**src/rtl/pam_err_pkg.sv**
```systemverilog
// Shared widths, FSM state and sample record for the approximate-multiplier error monitor.
package pam_err_pkg;

  localparam int W      = 8;
  localparam int PROD_W = 2 * W;
  localparam int CNT_W  = 16;
  localparam int ACC_W  = 40;

  typedef enum logic [1:0] {
    IDLE = 2'd0,
    RUN  = 2'd1,
    DONE = 2'd2
  } state_e;

  typedef struct packed {
    logic [PROD_W-1:0] exact;
    logic [PROD_W-1:0] approx;
  } err_sample_t;

endpackage

```
**src/rtl/approx_mult_error_monitor_if.sv**
```systemverilog
// Sample-stream and result bus of the error monitor; master = sample producer, slave = monitor.
interface approx_mult_error_monitor_if #(
  parameter int W     = pam_err_pkg::W,
  parameter int CNT_W = pam_err_pkg::CNT_W,
  parameter int ACC_W = pam_err_pkg::ACC_W
);

  logic               start;
  logic [CNT_W-1:0]   num_samples;
  logic               in_valid;
  logic               in_ready;
  logic [W-1:0]       x;
  logic [W-1:0]       y;
  logic [2*W-1:0]     z_approx;
  logic               busy;
  logic               done;
  logic [ACC_W-1:0]   err_sum;
  logic [2*W-1:0]     err_max;
  logic [CNT_W-1:0]   err_count;
  logic [2*ACC_W-1:0] sq_sum;

  modport master (
    output start, num_samples, in_valid, x, y, z_approx,
    input  in_ready, busy, done, err_sum, err_max, err_count, sq_sum
  );

  modport slave (
    input  start, num_samples, in_valid, x, y, z_approx,
    output in_ready, busy, done, err_sum, err_max, err_count, sq_sum
  );

endinterface

```
**src/rtl/err_dist_unit.sv**
```systemverilog
// Combinational error distance |a-b| with a nonzero flag.
module err_dist_unit #(
  parameter int PROD_W = pam_err_pkg::PROD_W
) (
  input  logic [PROD_W-1:0] a,
  input  logic [PROD_W-1:0] b,
  output logic [PROD_W-1:0] ed,
  output logic              nz
);

  always_comb begin
    ed = (a >= b) ? (a - b) : (b - a);
    nz = (a != b);
  end

endmodule

```
**src/rtl/approx_mult_error_monitor.sv**
```systemverilog
// Windowed error-metric monitor for unsigned WxW approximate multipliers.
// Optional ERR_SQ_EN macro adds a saturating sum of squared error distances.
module approx_mult_error_monitor #(
  parameter int W     = pam_err_pkg::W,
  parameter int CNT_W = pam_err_pkg::CNT_W,
  parameter int ACC_W = pam_err_pkg::ACC_W
) (
  input logic clk,
  input logic rst_n,
  approx_mult_error_monitor_if.slave bus
);

  import pam_err_pkg::*;

  localparam int PROD_W = 2 * W;

  state_e             state;
  state_e             state_nxt;
  logic [CNT_W-1:0]   num_lat;
  logic [CNT_W-1:0]   accepted;
  logic [CNT_W-1:0]   retired;
  logic               start_ok;
  logic               xfer;
  logic               vld_p1;
  logic [PROD_W-1:0]  exact_p1;
  logic [PROD_W-1:0]  approx_p1;
  logic [PROD_W-1:0]  ed_p1;
  logic               ed_nz_p1;
  logic [ACC_W-1:0]   err_sum;
  logic [PROD_W-1:0]  err_max;
  logic [CNT_W-1:0]   err_count;

  function automatic logic [ACC_W-1:0] sat_add_acc(input logic [ACC_W-1:0] acc,
                                                    input logic [PROD_W-1:0] inc);
    logic [ACC_W:0] s;
    s = {1'b0, acc} + (ACC_W+1)'(inc);
    return s[ACC_W] ? '1 : s[ACC_W-1:0];
  endfunction

  assign start_ok      = bus.start && ((state == IDLE) || (state == DONE));
  assign bus.in_ready  = (state == RUN) && (accepted < num_lat);
  assign bus.busy      = (state == RUN);
  assign bus.done      = (state == DONE);
  assign xfer          = bus.in_valid && bus.in_ready;

  always_comb begin
    state_nxt = state;
    case (state)
      IDLE: if (bus.start) state_nxt = RUN;
      RUN: begin
        if (num_lat == '0)
          state_nxt = DONE;
        else if (vld_p1 && (retired == num_lat - CNT_W'(1)))
          state_nxt = DONE;
      end
      DONE:    state_nxt = bus.start ? RUN : IDLE;
      default: state_nxt = IDLE;
    endcase
  end

  always_ff @(posedge clk or negedge rst_n) begin
    if (!rst_n) begin
      state    <= IDLE;
      num_lat  <= '0;
      accepted <= '0;
      retired  <= '0;
      vld_p1   <= 1'b0;
    end else begin
      state  <= state_nxt;
      vld_p1 <= xfer;
      if (start_ok) begin
        num_lat  <= bus.num_samples;
        accepted <= '0;
        retired  <= '0;
      end else begin
        if (xfer)   accepted <= accepted + CNT_W'(1);
        if (vld_p1) retired  <= retired + CNT_W'(1);
      end
    end
  end

  // ---- stage 1: exact product and approximate result registered on transfer
  always_ff @(posedge clk) begin
    if (xfer) begin
      exact_p1  <= PROD_W'(bus.x) * PROD_W'(bus.y);
      approx_p1 <= bus.z_approx;
    end
  end

  // ---- stage 2: error distance and accumulator update
  err_dist_unit #(.PROD_W(PROD_W)) u_err_dist (
    .a  (exact_p1),
    .b  (approx_p1),
    .ed (ed_p1),
    .nz (ed_nz_p1)
  );

  // start and vld_p1 are exclusive: start is only honoured outside RUN
  always_ff @(posedge clk or negedge rst_n) begin
    if (!rst_n) begin
      err_sum   <= '0;
      err_max   <= '0;
      err_count <= '0;
    end else if (start_ok) begin
      err_sum   <= '0;
      err_max   <= '0;
      err_count <= '0;
    end else if (vld_p1) begin
      err_sum   <= sat_add_acc(err_sum, ed_p1);
      err_max   <= (ed_p1 > err_max) ? ed_p1 : err_max;
      err_count <= err_count + CNT_W'(ed_nz_p1);
    end
  end

  assign bus.err_sum   = err_sum;
  assign bus.err_max   = err_max;
  assign bus.err_count = err_count;

`ifdef ERR_SQ_EN
  logic [4*W-1:0]     sq_p1;
  logic [2*ACC_W-1:0] sq_sum;

  function automatic logic [2*ACC_W-1:0] sat_add_sq(input logic [2*ACC_W-1:0] acc,
                                                     input logic [4*W-1:0]     inc);
    logic [2*ACC_W:0] s;
    s = {1'b0, acc} + (2*ACC_W+1)'(inc);
    return s[2*ACC_W] ? '1 : s[2*ACC_W-1:0];
  endfunction

  assign sq_p1 = (4*W)'(ed_p1) * (4*W)'(ed_p1);

  always_ff @(posedge clk or negedge rst_n) begin
    if (!rst_n)        sq_sum <= '0;
    else if (start_ok) sq_sum <= '0;
    else if (vld_p1)   sq_sum <= sat_add_sq(sq_sum, sq_p1);
  end

  assign bus.sq_sum = sq_sum;
`else
  assign bus.sq_sum = '0;
`endif

endmodule

```
**src/flat_wrapper.sv**
```systemverilog
// flat-port wrapper written by rule: the top's interface ports become plain ports
module approx_mult_error_monitor_flat import pam_err_pkg::*;
#(
  parameter int W     = pam_err_pkg::W,
  parameter int CNT_W = pam_err_pkg::CNT_W,
  parameter int ACC_W = pam_err_pkg::ACC_W
)
  (clk, rst_n, bus_start, bus_num_samples, bus_in_valid, bus_x, bus_y, bus_z_approx, bus_in_ready, bus_busy, bus_done, bus_err_sum, bus_err_max, bus_err_count, bus_sq_sum);
  approx_mult_error_monitor_if #(.W(W), .CNT_W(CNT_W), .ACC_W(ACC_W)) bus_i ();
  input logic clk;
  input logic rst_n;
  input wire logic [$bits(bus_i.start)-1:0] bus_start;
  input wire logic [$bits(bus_i.num_samples)-1:0] bus_num_samples;
  input wire logic [$bits(bus_i.in_valid)-1:0] bus_in_valid;
  input wire logic [$bits(bus_i.x)-1:0] bus_x;
  input wire logic [$bits(bus_i.y)-1:0] bus_y;
  input wire logic [$bits(bus_i.z_approx)-1:0] bus_z_approx;
  output wire logic [$bits(bus_i.in_ready)-1:0] bus_in_ready;
  output wire logic [$bits(bus_i.busy)-1:0] bus_busy;
  output wire logic [$bits(bus_i.done)-1:0] bus_done;
  output wire logic [$bits(bus_i.err_sum)-1:0] bus_err_sum;
  output wire logic [$bits(bus_i.err_max)-1:0] bus_err_max;
  output wire logic [$bits(bus_i.err_count)-1:0] bus_err_count;
  output wire logic [$bits(bus_i.sq_sum)-1:0] bus_sq_sum;
  assign bus_i.start = bus_start;
  assign bus_i.num_samples = bus_num_samples;
  assign bus_i.in_valid = bus_in_valid;
  assign bus_i.x = bus_x;
  assign bus_i.y = bus_y;
  assign bus_i.z_approx = bus_z_approx;
  assign bus_in_ready = bus_i.in_ready;
  assign bus_busy = bus_i.busy;
  assign bus_done = bus_i.done;
  assign bus_err_sum = bus_i.err_sum;
  assign bus_err_max = bus_i.err_max;
  assign bus_err_count = bus_i.err_count;
  assign bus_sq_sum = bus_i.sq_sum;
  approx_mult_error_monitor #(.W(W), .CNT_W(CNT_W), .ACC_W(ACC_W)) u_core (.clk(clk), .rst_n(rst_n), .bus(bus_i));
endmodule
```
**config.mk**
```make
export PLATFORM = sky130hd
export DESIGN_NAME = approx_mult_error_monitor_flat
export DESIGN_NICKNAME = d
export VERILOG_FILES = /design/src/rtl/pam_err_pkg.sv /design/src/rtl/approx_mult_error_monitor_if.sv /design/src/rtl/err_dist_unit.sv /design/src/rtl/approx_mult_error_monitor.sv /design/src/flat_wrapper.sv
export SDC_FILE = /design/constraint.sdc
export NUM_CORES = 1
export LEC_CHECK = 0
export CAP_MARGIN = 10
export CORE_ASPECT_RATIO = 1.1
export CORE_MARGIN = 5
export CORE_UTILIZATION = 60
export CTS_CLUSTER_SIZE = 24
export DETAILED_ROUTE_END_ITERATION = 16
export MAX_ROUTING_LAYER = met4
export PLACE_DENSITY = 0.86
export RECOVER_POWER = 25
export SLEW_MARGIN = 10
export SYNTH_ARGS = -nofsm -noshare
export SYNTH_HDL_FRONTEND = slang
export SYNTH_SLANG_ARGS = --single-unit
```
**constraint.sdc**
```tcl
create_clock -name clk -period 12.5 [get_ports clk]
set_clock_uncertainty 0.2 [all_clocks]
set_input_delay 1.875 -clock clk [delete_from_list [all_inputs] [get_ports clk]]
set_output_delay 1.875 -clock clk [all_outputs]
set_load 0.05 [all_outputs]
```
==> flow_metrics.env, run 1 <==
export IMPL_rows=56
export IMPL_cts_sinks=155
export IMPL_initial_core_util=0.604
export IMPL_numPortBuffers=126
export IMPL_min_period_ns=7.31
export IMPL_die_height_um=163
export IMPL_grt_pass1_wl_um=51700
export IMPL_regArea_um2=4040
export IMPL_cp_data_arrival_time_ns=6.70
export IMPL_path_clk_slew_ns=0.06
export IMPL_rsz0062_at_grt="false"
export IMPL_nNetsFinal=1748
export IMPL_async_flop_share=0.794
export IMPL_area_growth_pct=13.7
export IMPL_setup_viol=0
export IMPL_drtIter0Drc=716
export IMPL_critPathKind="in2async"
export IMPL_core_um2=21200
export IMPL_cpMaxStageDelayCell="clkbuf_1"
export IMPL_startpoint_type="input port"
export IMPL_yosysSeqAreaShare=0.316
export IMPL_synth_edff_count=32
export IMPL_post_drt_via_cell_ratio=5.82
export IMPL_synth_top_family_by_area="adder cells"
export IMPL_die_w_um=149
export IMPL_dieArea_um2=24300
export IMPL_synth_xor_area_frac=0.0623
export IMPL_synth_fa_ha_area_frac=0.178
export IMPL_path_cells="clkbuf_1, clkbuf_1"
export IMPL_grt_max_degree=78
export IMPL_violations="capacitance limit, slew limit"
export IMPL_post_cts_setup_buffers=0
export IMPL_wl_met2_um=15800
export IMPL_maxCapViolCount=3
export IMPL_synth_area_um2=12800
export IMPL_globalplace_congestion=0.930
export IMPL_end_kind="async pin"
export IMPL_synth_main_ff_cell="dfrtp_1"
export IMPL_netlist_instances=1431
export IMPL_cts_max_level=4
export IMPL_synth_simple_area_share=0.167
export IMPL_avgRoutedWirePerCell_um=17.0
export IMPL_cts_tree="built"
export IMPL_crit_required_ns=11.89
export IMPL_ios=207
export IMPL_synth_compound_area_frac=0.155
export IMPL_p_leak_uw=0.00672
export IMPL_drc=0
export IMPL_drive_above_1_share=0.0374
export IMPL_grt_use_total=0.267
export IMPL_cpPeakStageDelay_ns=2.99
export IMPL_fmax_ghz=0.137
export IMPL_fillCellCount=1696
export IMPL_critPathMaxFanout=77
export IMPL_hold_viol=0
export IMPL_ys_warn_count=0
export IMPL_ys_types=74
export IMPL_holdBufCountCts=0
export IMPL_drt_total_wl_um=31200
export IMPL_clk_latency_ns=0.43
export IMPL_wl_met3_um=2090
export IMPL_highest_layer="met4"
export IMPL_place_area_um2=14000
export IMPL_synth_seq_cells=155
export IMPL_p_per_area_nw_per_um2=288
export IMPL_cts_resized_gates=0
export IMPL_root_buffer="clkbuf_16"
export IMPL_crit_top_cell="clkbuf_1"
export IMPL_min_period_over_period=0.584
export IMPL_status="finished, violations left"
export IMPL_multiInputGateArea_um2=7730
export IMPL_dp_hpwl_um=23900
export IMPL_antenna_found_initial=2
export IMPL_worstMarginPinSlew_ns=4.08
export IMPL_maxSlewViolCount=170
export IMPL_grt_pass1_vias=10700
export IMPL_setup_tns_ns=0
export IMPL_wl_met1_um=12300
export IMPL_cp_top_family="buffers and inverters"
export IMPL_finish_instance_area_um2=14500
export IMPL_synthMuxAreaShare=0.0173
export IMPL_num_vias=10700
export IMPL_grt_ovfl_total=0
export IMPL_critPathBufInv=2
export IMPL_cts_buffer_depth=2
export IMPL_vdd_ir_drop_max_v=0.000167
export IMPL_antenna_left=0
export IMPL_cts_buffers=17
export IMPL_dr_pass1_iters=8
export IMPL_syn_avg_cell_area_um2=8.94
export IMPL_min_path_type="reg2reg"
export IMPL_max_slew_margin=-1.72
==> per-layer routing <==
metal | track usage | vias to the layer above
met5 | - | -
li1 | - | 5029
met2 | 0.460 | 467
met4 | 0.0974 | 0
met1 | 0.318 | 5150
met3 | 0.0397 | 83
==> logic make-up after synthesis <==
family | count (synthesis)
simple gates | 431
compound gates | 307
buf+inv | 265
fa+ha+maj | 159
flops | 155
xor+xnor | 91
mux | 22
other cells | 1
==> stage by stage <==
stage | total power, uW | utilization | worst slack, ns | hold slack (ns) | cells
2_1_floorplan | 2950 | - | 6.45 | 0.298 | 1510
3_3_place_gp | 3520 | 0.661 | 5.71 | 0.286 | 1808
3_5_place_dp | 3620 | 0.661 | 5.60 | 0.298 | 1808
4_1_cts | 4170 | 0.688 | 5.86 | 0.306 | 1840
5_1_grt | 4510 | 0.687 | 3.94 | 0.352 | 1842
6_report | 4180 | 0.687 | 5.19 | 0.311 | 1842
==> state kept, by name (all words and copies together) (netlist names) <==
signal,flops
u_core.bus.err_sum,40
u_core.accepted,16
u_core.approx_p1,16
u_core.bus.err_count,16
u_core.bus.err_max,16
u_core.exact_p1,16
u_core.num_lat,16
u_core.retired,16
u_core.state,2
u_core.vld_p1,1
==> synthesized netlist by cell type (all sizes together) (7+ instances only) <==
master    n  area [um^2]
nor3     29          150
o211ai   10         75.1
mux2i    21          210
edfxtp   32          961
nand2   118          443
dfrtp   123         3080
and3     21          131
nand3    26          130
a31o      7         61.3
nand4    31          194
clkbuf   36          155
and2     44          275
inv     141          529
xor2     41          359
buf      87          632
xnor2    50          438
nand2b    9         56.3
a21o     25          188
o21ai    77          385
a211oi   20          150
a21oi    70          350
nor2    104          390
o21a     12         90.1
nor2b    15         93.8
ha      120         1500
nor4      7         65.1
fa       39          781
a31oi    28          181
==> cell type report <==
cell class,instances,share of cell area
Tap cell,290,0.0250
Antenna cell,2,0.000344
Sequential cell,155,0.278
Inverter,142,0.0367
Timing Repair Buffer,131,0.0887
Clock buffer,18,0.0302
Clock inverter,14,0.00921
Multi-Input combinational cell,1090,0.532
==> layout by cell type, fill, tap and decap left out, types with 27 or more instances in the layout <==
cell	Yosys	routed
and2_1	43	42
xor2_1	41	41
xnor2_1	50	50
conb_1	1	80
inv_1	141	141
dfrtp_1	123	123
ha_1	120	120
nor2_1	104	104
o21ai_0	76	76
nand4_1	31	31
a31oi_1	27	27
fa_1	39	39
a21oi_1	70	69
nand2_1	118	118
clkdlybuf4s50_1	0	107
edfxtp_1	32	32
nor3_1	28	29
==> path summary, 6_finish.rpt <==
path                                         from                      to  slack (ns)  cells after the start
max                                         rst_n  u_core.bus.err_max[11]        5.19                      2
max in group clk               u_core.exact_p1[0]  u_core.bus.err_sum[29]        5.76                     20
max reg2reg                    u_core.exact_p1[0]  u_core.bus.err_sum[29]        5.76                     20
min in group asynchronous                   rst_n       u_core.num_lat[9]        2.03                      1
min reg2reg                u_core.bus.err_sum[24]  u_core.bus.err_sum[24]        0.31                      1
min                        u_core.bus.err_sum[24]  u_core.bus.err_sum[24]        0.31                      1
==> power by group <==
| part | internal (uW) | switching, uW |
|---|---|---|
| Clock | 284 | 226 |
| Sequential | 705 | 173 |
| Combinational | 1080 | 1710 |
| Total | 2070 | 2110 |
No activity file was read; power rests on OpenSTA's default activity.
==> run 2: changes to the inputs <==
Settings changed: CORE_UTILIZATION 60 to 50, PLACE_DENSITY 0.86 to 0.76.
Clock period 12.5 ns to 6.35 ns, I/O delays scaled along.
==> flow_metrics.env, run 2 (synthesized netlist as in run 1, its figures left out) <==
export IMPL_status="finished, violations left"
export IMPL_violations="capacitance limit, slew limit"
export IMPL_max_slew_margin=-1.41
export IMPL_antenna_left=0
export IMPL_p_leak_uw=0.00676
export IMPL_p_total_uw=8190
export IMPL_initial_core_util=0.506
export IMPL_maxSlewViolCount=106
export IMPL_cts_buffer_depth=2
export IMPL_post_cts_setup_buffers=0
export IMPL_cts_sinks=155
export IMPL_drt_total_wl_um=30800
export IMPL_end_kind="flip-flop"
export IMPL_final_util=0.581
export IMPL_power_internal_uw=4130
export IMPL_min_period_ns=5.83
export IMPL_final_common_cell="inv_1"
export IMPL_largest_reg_flops=40
export IMPL_ios=207
export IMPL_path_clk_slew_ns=0.07
export IMPL_cts_max_level=4
export IMPL_vdd_ir_drop_max_v=0.000344
export IMPL_num_vias=10400
export IMPL_root_buffer="clkbuf_16"
export IMPL_rsz0062_at_grt="false"
export IMPL_die_w_um=162
export IMPL_grt_pass1_vias=10500
export IMPL_cpMaxStageDelayCell="a221o_1"
export IMPL_dp_hpwl_um=23900
export IMPL_grt_ovfl_total=0
export IMPL_min_period_over_period=0.918
export IMPL_fillCellCount=2243
export IMPL_hold_viol=0
export IMPL_globalplace_congestion=0.921
export IMPL_drc=0
export IMPL_numPortBuffers=126
export IMPL_final_cell_mix="inv_1 (141), dfrtp_1 (123), ha_1 (120)"
export IMPL_grt_max_degree=79
export IMPL_setup_viol=0
export IMPL_grt_use_total=0.218
export IMPL_place_ws_ns=0.375
export IMPL_switching_share=0.496
export IMPL_fmax_ghz=0.172
export IMPL_cp_data_arrival_time_ns=5.95
export IMPL_p_per_area_nw_per_um2=557
export IMPL_drtIter0Drc=690
export IMPL_nNetsFinal=1757
export IMPL_worstMarginPinSlew_ns=3.62
export IMPL_holdBufCountCts=0
export IMPL_avgRoutedWirePerCell_um=16.1
export IMPL_seq_power_share=0.210
export IMPL_clk_latency_ns=0.42
export IMPL_die_height_um=178
export IMPL_startpoint_type="flip-flop"
export IMPL_regArea_um2=4040
export IMPL_core_um2=25300
export IMPL_p_sw_uw=4060
export IMPL_cts_tree="built"
export IMPL_largest_register="u_core.bus.err_sum"
export IMPL_maxCapViolCount=2
export IMPL_cpPeakStageDelay_ns=0.40
export IMPL_pwr_share_clk=0.119
export IMPL_drive_above_1_share=0.0436
export IMPL_path_cells="inv_1, ha_1, inv_1, fa_1, a21o_1, a221o_1, a41oi_2, nand3_2, mux2_2, a31oi_2, o21ai_0, xor2_1, ha_1, o211ai_1, or2_2, o2111a_1, nor4_4, buf_4, nand2b_1, buf_4, o211ai_1, o41ai_1"
export IMPL_antenna_found_initial=3
export IMPL_multiInputGateArea_um2=7740
export IMPL_dieArea_um2=28900
export IMPL_min_path_type="reg2reg"
export IMPL_setup_tns_ns=0
export IMPL_critPathMaxFanout=12
export IMPL_crit_required_ns=6.48
export IMPL_worst_slack_ns=0.523
export IMPL_post_drt_via_cell_ratio=5.46
export IMPL_dr_pass1_iters=7
export IMPL_combPwrFrac=0.671
export IMPL_grt_pass1_wl_um=50300
export IMPL_critPathKind="reg2reg"
export IMPL_instances_no_fill=1908
export IMPL_rows=61
export IMPL_placed_cells=1873
export IMPL_area_growth_pct=14.9
export IMPL_cts_buffers=17
## run 2: cell types whose count changed in the layout (fill, tap and decap cells not counted), moves of 2 or more
cell / before / now
clkinv_4: 2 / 0
inv_6: 5 / 2
buf_4: 4 / 13
clkinv_2: 2 / 4
## run 2: metrics by stage
step	hold WS (ns)	instance area [um^2]
2_1_floorplan	0.298	13100
3_3_place_gp	0.286	14100
3_5_place_dp	0.326	14100
4_1_cts	0.333	14700
5_1_grt	0.366	14700
6_report	0.327	14700
## run 2: power by group through the flow
stage	clock network (uW)	logic (uW)	registers, uW
floorplan	0	3560	2260
global placement	0	5300	1720
detailed placement	0	5450	1730
CTS	983	5480	1720
global route	1020	6080	1770
finish	971	5490	1720
## run 2: final timing paths
path	slack [ns]	from	depth (start not counted)	endpoint
max	0.52	u_core.exact_p1[0]	22	u_core.bus.err_sum[32]
min	0.33	u_core.bus.err_sum[24]	1	u_core.bus.err_sum[24]
max reg2reg	0.52	u_core.exact_p1[0]	22	u_core.bus.err_sum[32]
min reg2reg	0.33	u_core.bus.err_sum[24]	1	u_core.bus.err_sum[24]
max in group asynchronous	2.20	rst_n	2	u_core.bus.err_max[4]
min in group asynchronous	1.54	rst_n	1	u_core.retired[9]
## run 2: per-layer routing
metal	track usage	share of wire	vias up
met5	-	0	-
met4	0.0617	0.017	0
met3	0.0304	0.053	43
met2	0.382	0.50	330
met1	0.263	0.43	5005
li1	-	-	5044
## run 2: layout make-up
type / instances / share of cell area
Multi-Input combinational cell: 1090 / 0.527
Sequential cell: 155 / 0.275
Timing Repair Buffer: 140 / 0.0935
Inverter: 142 / 0.0363
Clock buffer: 22 / 0.0319
Tap cell: 346 / 0.0295
Clock inverter: 10 / 0.00613
Antenna cell: 3 / 0.000511
## run 2: critical path: cells and delay by family, from the launching register on
kind | cells | cell delay, ns
buf+inv | 4 | 0.53
compound gates | 9 | 2.00
xor+xnor | 1 | 0.19
fa+ha+maj | 3 | 0.95
flops | 1 | 0.39
mux | 1 | 0.40
simple gates | 4 | 1.08
## run 2: what timing repair did
action / 4_1_cts / 5_1_grt
hold endpoints to repair: 0 / 0
setup endpoints to repair: 0 / 12
gates resized for setup: 0 / 1
